`src/rtl/maxnet_iter_ctrl.sv`:
```
`default_nettype none
// ============================================================================
// Module      : maxnet_iter_ctrl
// Description : Iterative winner-take-all (Maxnet) engine. Latches four
//               unsigned activations on start and then alternates a CHECK
//               cycle (done verdict / iteration cap) with an UPDATE cycle
//               applying lateral inhibition to all four lanes at once:
//                   x_i <= max(x_i - ((sum - x_i) >> SHIFT), 0)
//               When the run ends, the winning index, its residual value,
//               the iteration count and the termination reason are reported
//               together with a one-cycle valid strobe.
//
// Parameters  : WIDTH    - activation width (unsigned)
//               SHIFT    - inhibition factor epsilon = 2^-SHIFT
//               MAX_ITER - UPDATE-cycle cap (must fit in 8 bits)
//
// Ports       : clk, rst_n        - clock, asynchronous active-low reset
//               start             - run request, sampled only when idle
//               in0..in3          - initial activations
//               done_in           - external checker verdict (one act bit set)
//               act[3:0]          - per-lane nonzero flags to the checker
//               busy              - run in progress
//               valid             - one-cycle result strobe
//               winner, win_val   - lowest nonzero lane and its value
//               iter_count        - UPDATE cycles executed
//               stall/timeout/none- termination reason / all-zero result
//
// Build option: MAXNET_INTERNAL_DONE_EN - when defined, the done verdict is
//               computed internally as "exactly one act bit set" and done_in
//               is ignored. Cycle timing is the same in both builds.
//
// Revision    : 1.0 - initial release
// ============================================================================
module maxnet_iter_ctrl #(
    parameter int WIDTH    = 8,
    parameter int SHIFT    = 2,
    parameter int MAX_ITER = 255
) (
    input  logic             clk,
    input  logic             rst_n,
    input  logic             start,
    input  logic [WIDTH-1:0] in0,
    input  logic [WIDTH-1:0] in1,
    input  logic [WIDTH-1:0] in2,
    input  logic [WIDTH-1:0] in3,
    input  logic             done_in,
    output logic [3:0]       act,
    output logic             busy,
    output logic             valid,
    output logic [1:0]       winner,
    output logic [WIDTH-1:0] win_val,
    output logic [7:0]       iter_count,
    output logic             stall,
    output logic             timeout,
    output logic             none
);

    localparam logic [7:0] c_max_iter = 8'(MAX_ITER);

    typedef enum logic [1:0] {
        S_IDLE   = 2'd0,
        S_CHECK  = 2'd1,
        S_UPDATE = 2'd2,
        S_FINISH = 2'd3
    } state_t;

    state_t r_state;
    state_t w_state_nx;

    logic [WIDTH-1:0] r_x  [4];
    logic [WIDTH-1:0] w_in [4];
    logic [WIDTH-1:0] w_nx [4];
    logic [WIDTH+1:0] w_sum;
    logic [3:0]       w_lane_changed;
    logic             w_changed;
    logic             w_done;
    logic [1:0]       w_win;

    assign w_in[0] = in0;
    assign w_in[1] = in1;
    assign w_in[2] = in2;
    assign w_in[3] = in3;

    // Two guard bits keep the four-way sum from overflowing.
    assign w_sum = {2'b00, r_x[0]} + {2'b00, r_x[1]}
                 + {2'b00, r_x[2]} + {2'b00, r_x[3]};

    generate
        for (genvar gi = 0; gi < 4; gi++) begin : g_lane
            logic [WIDTH+1:0] w_other;
            logic [WIDTH+1:0] w_dec;

            assign w_other = w_sum - {2'b00, r_x[gi]};
            assign w_dec   = w_other >> SHIFT;
            // Saturate at zero: only subtract when the decrement is smaller,
            // so the truncation back to WIDTH bits is lossless.
            assign w_nx[gi] = ({2'b00, r_x[gi]} > w_dec)
                            ? (r_x[gi] - w_dec[WIDTH-1:0])
                            : '0;
            assign w_lane_changed[gi] = (w_nx[gi] != r_x[gi]);
            assign act[gi]            = |r_x[gi];
        end
    endgenerate

    assign w_changed = |w_lane_changed;

`ifdef MAXNET_INTERNAL_DONE_EN
    // Exactly one bit set: nonzero and a power of two.
    assign w_done = (act != 4'b0000) && ((act & (act - 4'd1)) == 4'b0000);
`else
    assign w_done = done_in;
`endif

    // Lowest nonzero lane wins; lane 0 is reported when all are zero.
    always_comb begin
        w_win = 2'd0;
        if (act[0])      w_win = 2'd0;
        else if (act[1]) w_win = 2'd1;
        else if (act[2]) w_win = 2'd2;
        else if (act[3]) w_win = 2'd3;
    end

    // ------------------------------------------------------------------
    // State register
    // ------------------------------------------------------------------
    always_ff @(posedge clk or negedge rst_n) begin
        if (!rst_n) r_state <= S_IDLE;
        else        r_state <= w_state_nx;
    end

    // ------------------------------------------------------------------
    // Next-state logic
    // ------------------------------------------------------------------
    always_comb begin
        w_state_nx = r_state;
        case (r_state)
            S_IDLE:   if (start) w_state_nx = S_CHECK;
            // done has priority over the iteration cap.
            S_CHECK:  if (w_done || (iter_count == c_max_iter)) w_state_nx = S_FINISH;
                      else                                      w_state_nx = S_UPDATE;
            S_UPDATE: w_state_nx = w_changed ? S_CHECK : S_FINISH;
            S_FINISH: w_state_nx = S_IDLE;
            default:  w_state_nx = S_IDLE;
        endcase
    end

    // ------------------------------------------------------------------
    // Datapath and result registers
    // ------------------------------------------------------------------
    always_ff @(posedge clk or negedge rst_n) begin
        if (!rst_n) begin
            for (int i = 0; i < 4; i++) r_x[i] <= '0;
            busy       <= 1'b0;
            valid      <= 1'b0;
            winner     <= 2'd0;
            win_val    <= '0;
            iter_count <= 8'd0;
            stall      <= 1'b0;
            timeout    <= 1'b0;
            none       <= 1'b0;
        end else begin
            valid <= 1'b0;
            case (r_state)
                S_IDLE: begin
                    if (start) begin
                        for (int i = 0; i < 4; i++) r_x[i] <= w_in[i];
                        iter_count <= 8'd0;
                        stall      <= 1'b0;
                        timeout    <= 1'b0;
                        none       <= 1'b0;
                        busy       <= 1'b1;
                    end
                end
                S_CHECK: begin
                    if (!w_done && (iter_count == c_max_iter)) timeout <= 1'b1;
                end
                S_UPDATE: begin
                    for (int i = 0; i < 4; i++) r_x[i] <= w_nx[i];
                    iter_count <= iter_count + 8'd1;
                    if (!w_changed) stall <= 1'b1;
                end
                S_FINISH: begin
                    // Results, strobe and busy release all land on the edge
                    // that returns the FSM to IDLE.
                    valid   <= 1'b1;
                    winner  <= w_win;
                    win_val <= r_x[w_win];
                    none    <= ~|act;
                    busy    <= 1'b0;
                end
                default: ;
            endcase
        end
    end

endmodule
`default_nettype wire

```
`config.mk`:
```
export PLATFORM = sky130hd
export DESIGN_NAME = maxnet_iter_ctrl
export DESIGN_NICKNAME = d
export VERILOG_FILES = /design/src/rtl/maxnet_iter_ctrl.sv
export SDC_FILE = /design/constraint.sdc
export NUM_CORES = 1
export LEC_CHECK = 0
export ABC_AREA = 0
export CAP_MARGIN = 20
export CORE_ASPECT_RATIO = 1.1
export CORE_MARGIN = 5
export CORE_UTILIZATION = 45
export CTS_BUF_LIST = sky130_fd_sc_hd__clkbuf_4 sky130_fd_sc_hd__clkbuf_8 sky130_fd_sc_hd__clkbuf_16
export DETAILED_ROUTE_END_ITERATION = 6
export PLACE_DENSITY = 0.75
export SLEW_MARGIN = 10
export SYNTH_ARGS = -nofsm -noshare
export SYNTH_HDL_FRONTEND = slang
export SYNTH_SLANG_ARGS = --single-unit
```
`constraint.sdc`:
```
create_clock -name clk -period 6.38 [get_ports clk]
set_clock_uncertainty 0.15 [all_clocks]
set_input_delay 1.276 -clock clk [delete_from_list [all_inputs] [get_ports clk]]
set_output_delay 1.276 -clock clk [all_outputs]
set_load 0.01 [all_outputs]
```
==> key figures <==
Global route
  – First-pass GRT wire length: 39700 um
  – Initial antenna violation count: 0
  – Pin count of the biggest net entering global routing: 58
  – Total global-route track usage: 0.279
  – Total grt overflow: 0
  – Number of global-route vias before repair: 7401

Placement
  – Detail Placement HPWL: 19300 um
  – Gpl congestion: 1.01
  – Port Buffers: 62

Worst setup path
  – WP data required: 6.50 ns
  – Worst R2R Path Depth: 26
  – R2R setup slack: -0.03 ns
  – Worst path arrival time: 6.53 ns
  – Crit-path max FO: 6
  – Startpoint types: flip-flop
  – CP max-delay cell: or4_4
  – CP delay by family, top: adder cells
  – R2R Path Start: r_x[2]$_DFFE_PN0P_
  – Kind of end point of the critical path: flip-flop
  – Kind of critical path: reg2reg
  – Worst reg2reg path endpoint: r_state[1]$_DFFE_PN0P_
  – Max incr delay on CP: 0.60 ns
  – Worst Path Buf+Inv: 4

Yosys
  – Primary FF master, synth: dfrtp_1
  – Simple logic cell fraction of the synthesized area: 0.189
  – Multiplexer share of the synthesized area: 0.0103
  – FFs w/ async S/R, synth: 1.00
  – Synth cell types: 73
  – Mapped Nets: 1005
  – Syn Inst Count: 878
  – Seq/Total Area, Yosys: 0.203
  – Synth Area in Adders: 0.184
  – Synthesized flop and latch total: 57
  – Synth Area in XOR/XNOR: 0.0614
  – Largest family of logic cells by synthesized area: compound AO/OA/AOI/OAI gates
  – Mean Syn Cell Area: 7.99 um2
  – Yosys Warn Count: 0
  – Post-Syn Area: 0.00701 mm2
  – Number of flops mapped to enable cells by yosys: 0
  – Complex-gate fraction of the synthesized area: 0.287

Final layout
  – # diodes: 0
  – Syn-to-layout area delta: 31.0%
  – Commonest non-fill, non-tap cell in the layout: buf_4
  – Most frequent cells in the layout: 113 x buf_4, 73 x inv_1, 68 x nand2_1
  – Final #Nets: 1159
  – Layout cell share with drive strength beyond 1: 0.202

Floorplan
  – FP Rows: 47
  – Core area: 0.0152 mm2
  – Starting Density: 0.462
  – IO Pins: 63
  – Chip height: 141 um
  – Die W: 129 um
  – Die ar.: 0.0182 mm2

Hold path
  – Worst Hold End: win_val[7]$_DFFE_PN0P_
  – Worst hold path class: reg2reg
  – Hold_sp: win_val[7]$_DFFE_PN0P_
  – Hold-critical path depth: 1

CTS
  – Root Buffer: clkbuf_16
  – Clock Latency Late Sink: 0.35 ns
  – H-tree levels: 3
  – Clk sinks: 57
  – CTS max path bufs: 2
  – Reg clk slew, reported paths: 0.06 ns
  – CTS tree: done
  – Num CTS Buffers: 9

Route
  – Vias per cell: 6.24
  – Post-route DRC: 0
  – Detailed Route Iter0 Violations: 813
  – Wirelength per Cell: 20.8 um
  – Final ANT Viol Nets: 0
  – DR vias: 7691
  – Drt pass-1 iters: 6
  – Total routed wirelength: 25700 um

Status
  – Violated checks: negative setup slack
  – Outcome: finished with violations

Timing
  – Final Cycle Share: 1.00
  – RSZ-0062 raised after global routing: yes
  – Setup TNS: -0.0489 ns
  – Tmin final: 6.41 ns
  – Endpoints failing hold: 0
  – Fin worst setup slack: -0.0293 ns
  – Max-slew violations: 0
  – Final setup viols: 2
  – Slew headroom: 0.235
  – FMAX: 156 MHz
  – Worst-margin pin slew: 1.14 ns

Flow run
  – Max_cap viols: 0
-- state kept, by name, indices dropped and copies added, names as in the netlist --
name        flops
r_x            32
iter_count      8
win_val         8
r_state         2
winner          2
busy            1
none            1
stall           1
timeout         1
valid           1
-- area by class of cell --
class / count / area [um2]
fillers: 1319 / 5980
multi-input cells: 705 / 5390
repair buffers: 178 / 1500
flip-flops and latches: 57 / 1430
inverters: 81 / 304
well taps: 196 / 245
clock buffers: 9 / 225
clock inverters: 7 / 101
-- per-layer routing --
metal,wire [um],part of all wire,GRT usage
met1,10200,0.40,0.361
met2,11500,0.45,0.433
met3,2380,0.093,0.0571
met4,1630,0.063,0.157
met5,0,0,0
-- worst register-to-register path, delay by kind of cell (launching register included) --
kind / cells / cell delay (ns)
xor+xnor: 2 / 0.27
compound gates: 8 / 1.37
buf+inv: 4 / 0.52
simple gates: 7 / 1.61
flops: 1 / 0.38
fa+ha+maj: 5 / 2.06
-- cells in the mapped netlist, types with 18 or more instances --
master | n | area share
inv_1 | 80 | 0.043
nor2_1 | 62 | 0.033
nor3_1 | 27 | 0.019
xnor2_1 | 27 | 0.034
fa_1 | 20 | 0.057
nand2_1 | 68 | 0.036
o21ai_0 | 60 | 0.043
clkbuf_1 | 22 | 0.012
a21oi_1 | 63 | 0.045
ha_1 | 71 | 0.13
nand2b_1 | 18 | 0.016
dfrtp_1 | 57 | 0.20
-- logic make-up (layout without fill, tap and decap cells) --
family / Yosys count / in the layout
AOI/OAI and AO/OA: 296 / 296
adders and majority gates: 91 / 91
buffers and inverters: 116 / 275
xor gates and xnor gates: 46 / 46
DFF: 57 / 57
muxes: 7 / 7
and+or+nand+nor: 265 / 265
-- metrics by stage --
stage	cell area (um2)	std cells	util	hold WS, ns	worst slack [ns]
2_1_floorplan	7010	878	-	0.366	0.230
3_3_place_gp	8500	1204	0.560	0.312	0.0276
3_5_place_dp	8500	1204	0.560	0.315	-0.111
4_1_cts	8880	1220	0.585	0.329	0.0496
5_1_grt	9190	1233	0.606	0.342	-0.250
6_report	9190	1233	0.606	0.323	-0.0293
-- how the worst max path moves through the flow --
stage                        from                     end  slack, ns  depth (start not counted)
5_1_grt        r_x[2]$_DFFE_PN0P_       stall$_DFFE_PN0P_      -0.25                         27
3_3_place_gp   r_x[9]$_DFFE_PN0P_  r_state[1]$_DFFE_PN0P_       0.03                         26
2_1_floorplan  r_x[9]$_DFFE_PN0P_  r_state[1]$_DFFE_PN0P_       0.23                         26
4_1_cts        r_x[1]$_DFFE_PN0P_       stall$_DFFE_PN0P_       0.05                         25
6_report       r_x[2]$_DFFE_PN0P_  r_state[1]$_DFFE_PN0P_      -0.03                         26
3_5_place_dp   r_x[9]$_DFFE_PN0P_       stall$_DFFE_PN0P_      -0.11                         26
-- repair_timing --
| item | CTS | global route |
|---|---|---|
| hold buffers | 0 | 0 |
| endpoints found under the setup margin | 2 | 2 |
| setup buffers | 0 | 13 |
| resized for setup | 14 | 52 |
| pin swaps | 2 | 29 |
Power is not shown: default switching activity piles up to over one toggle a cycle in this logic, so the estimate is an artifact.
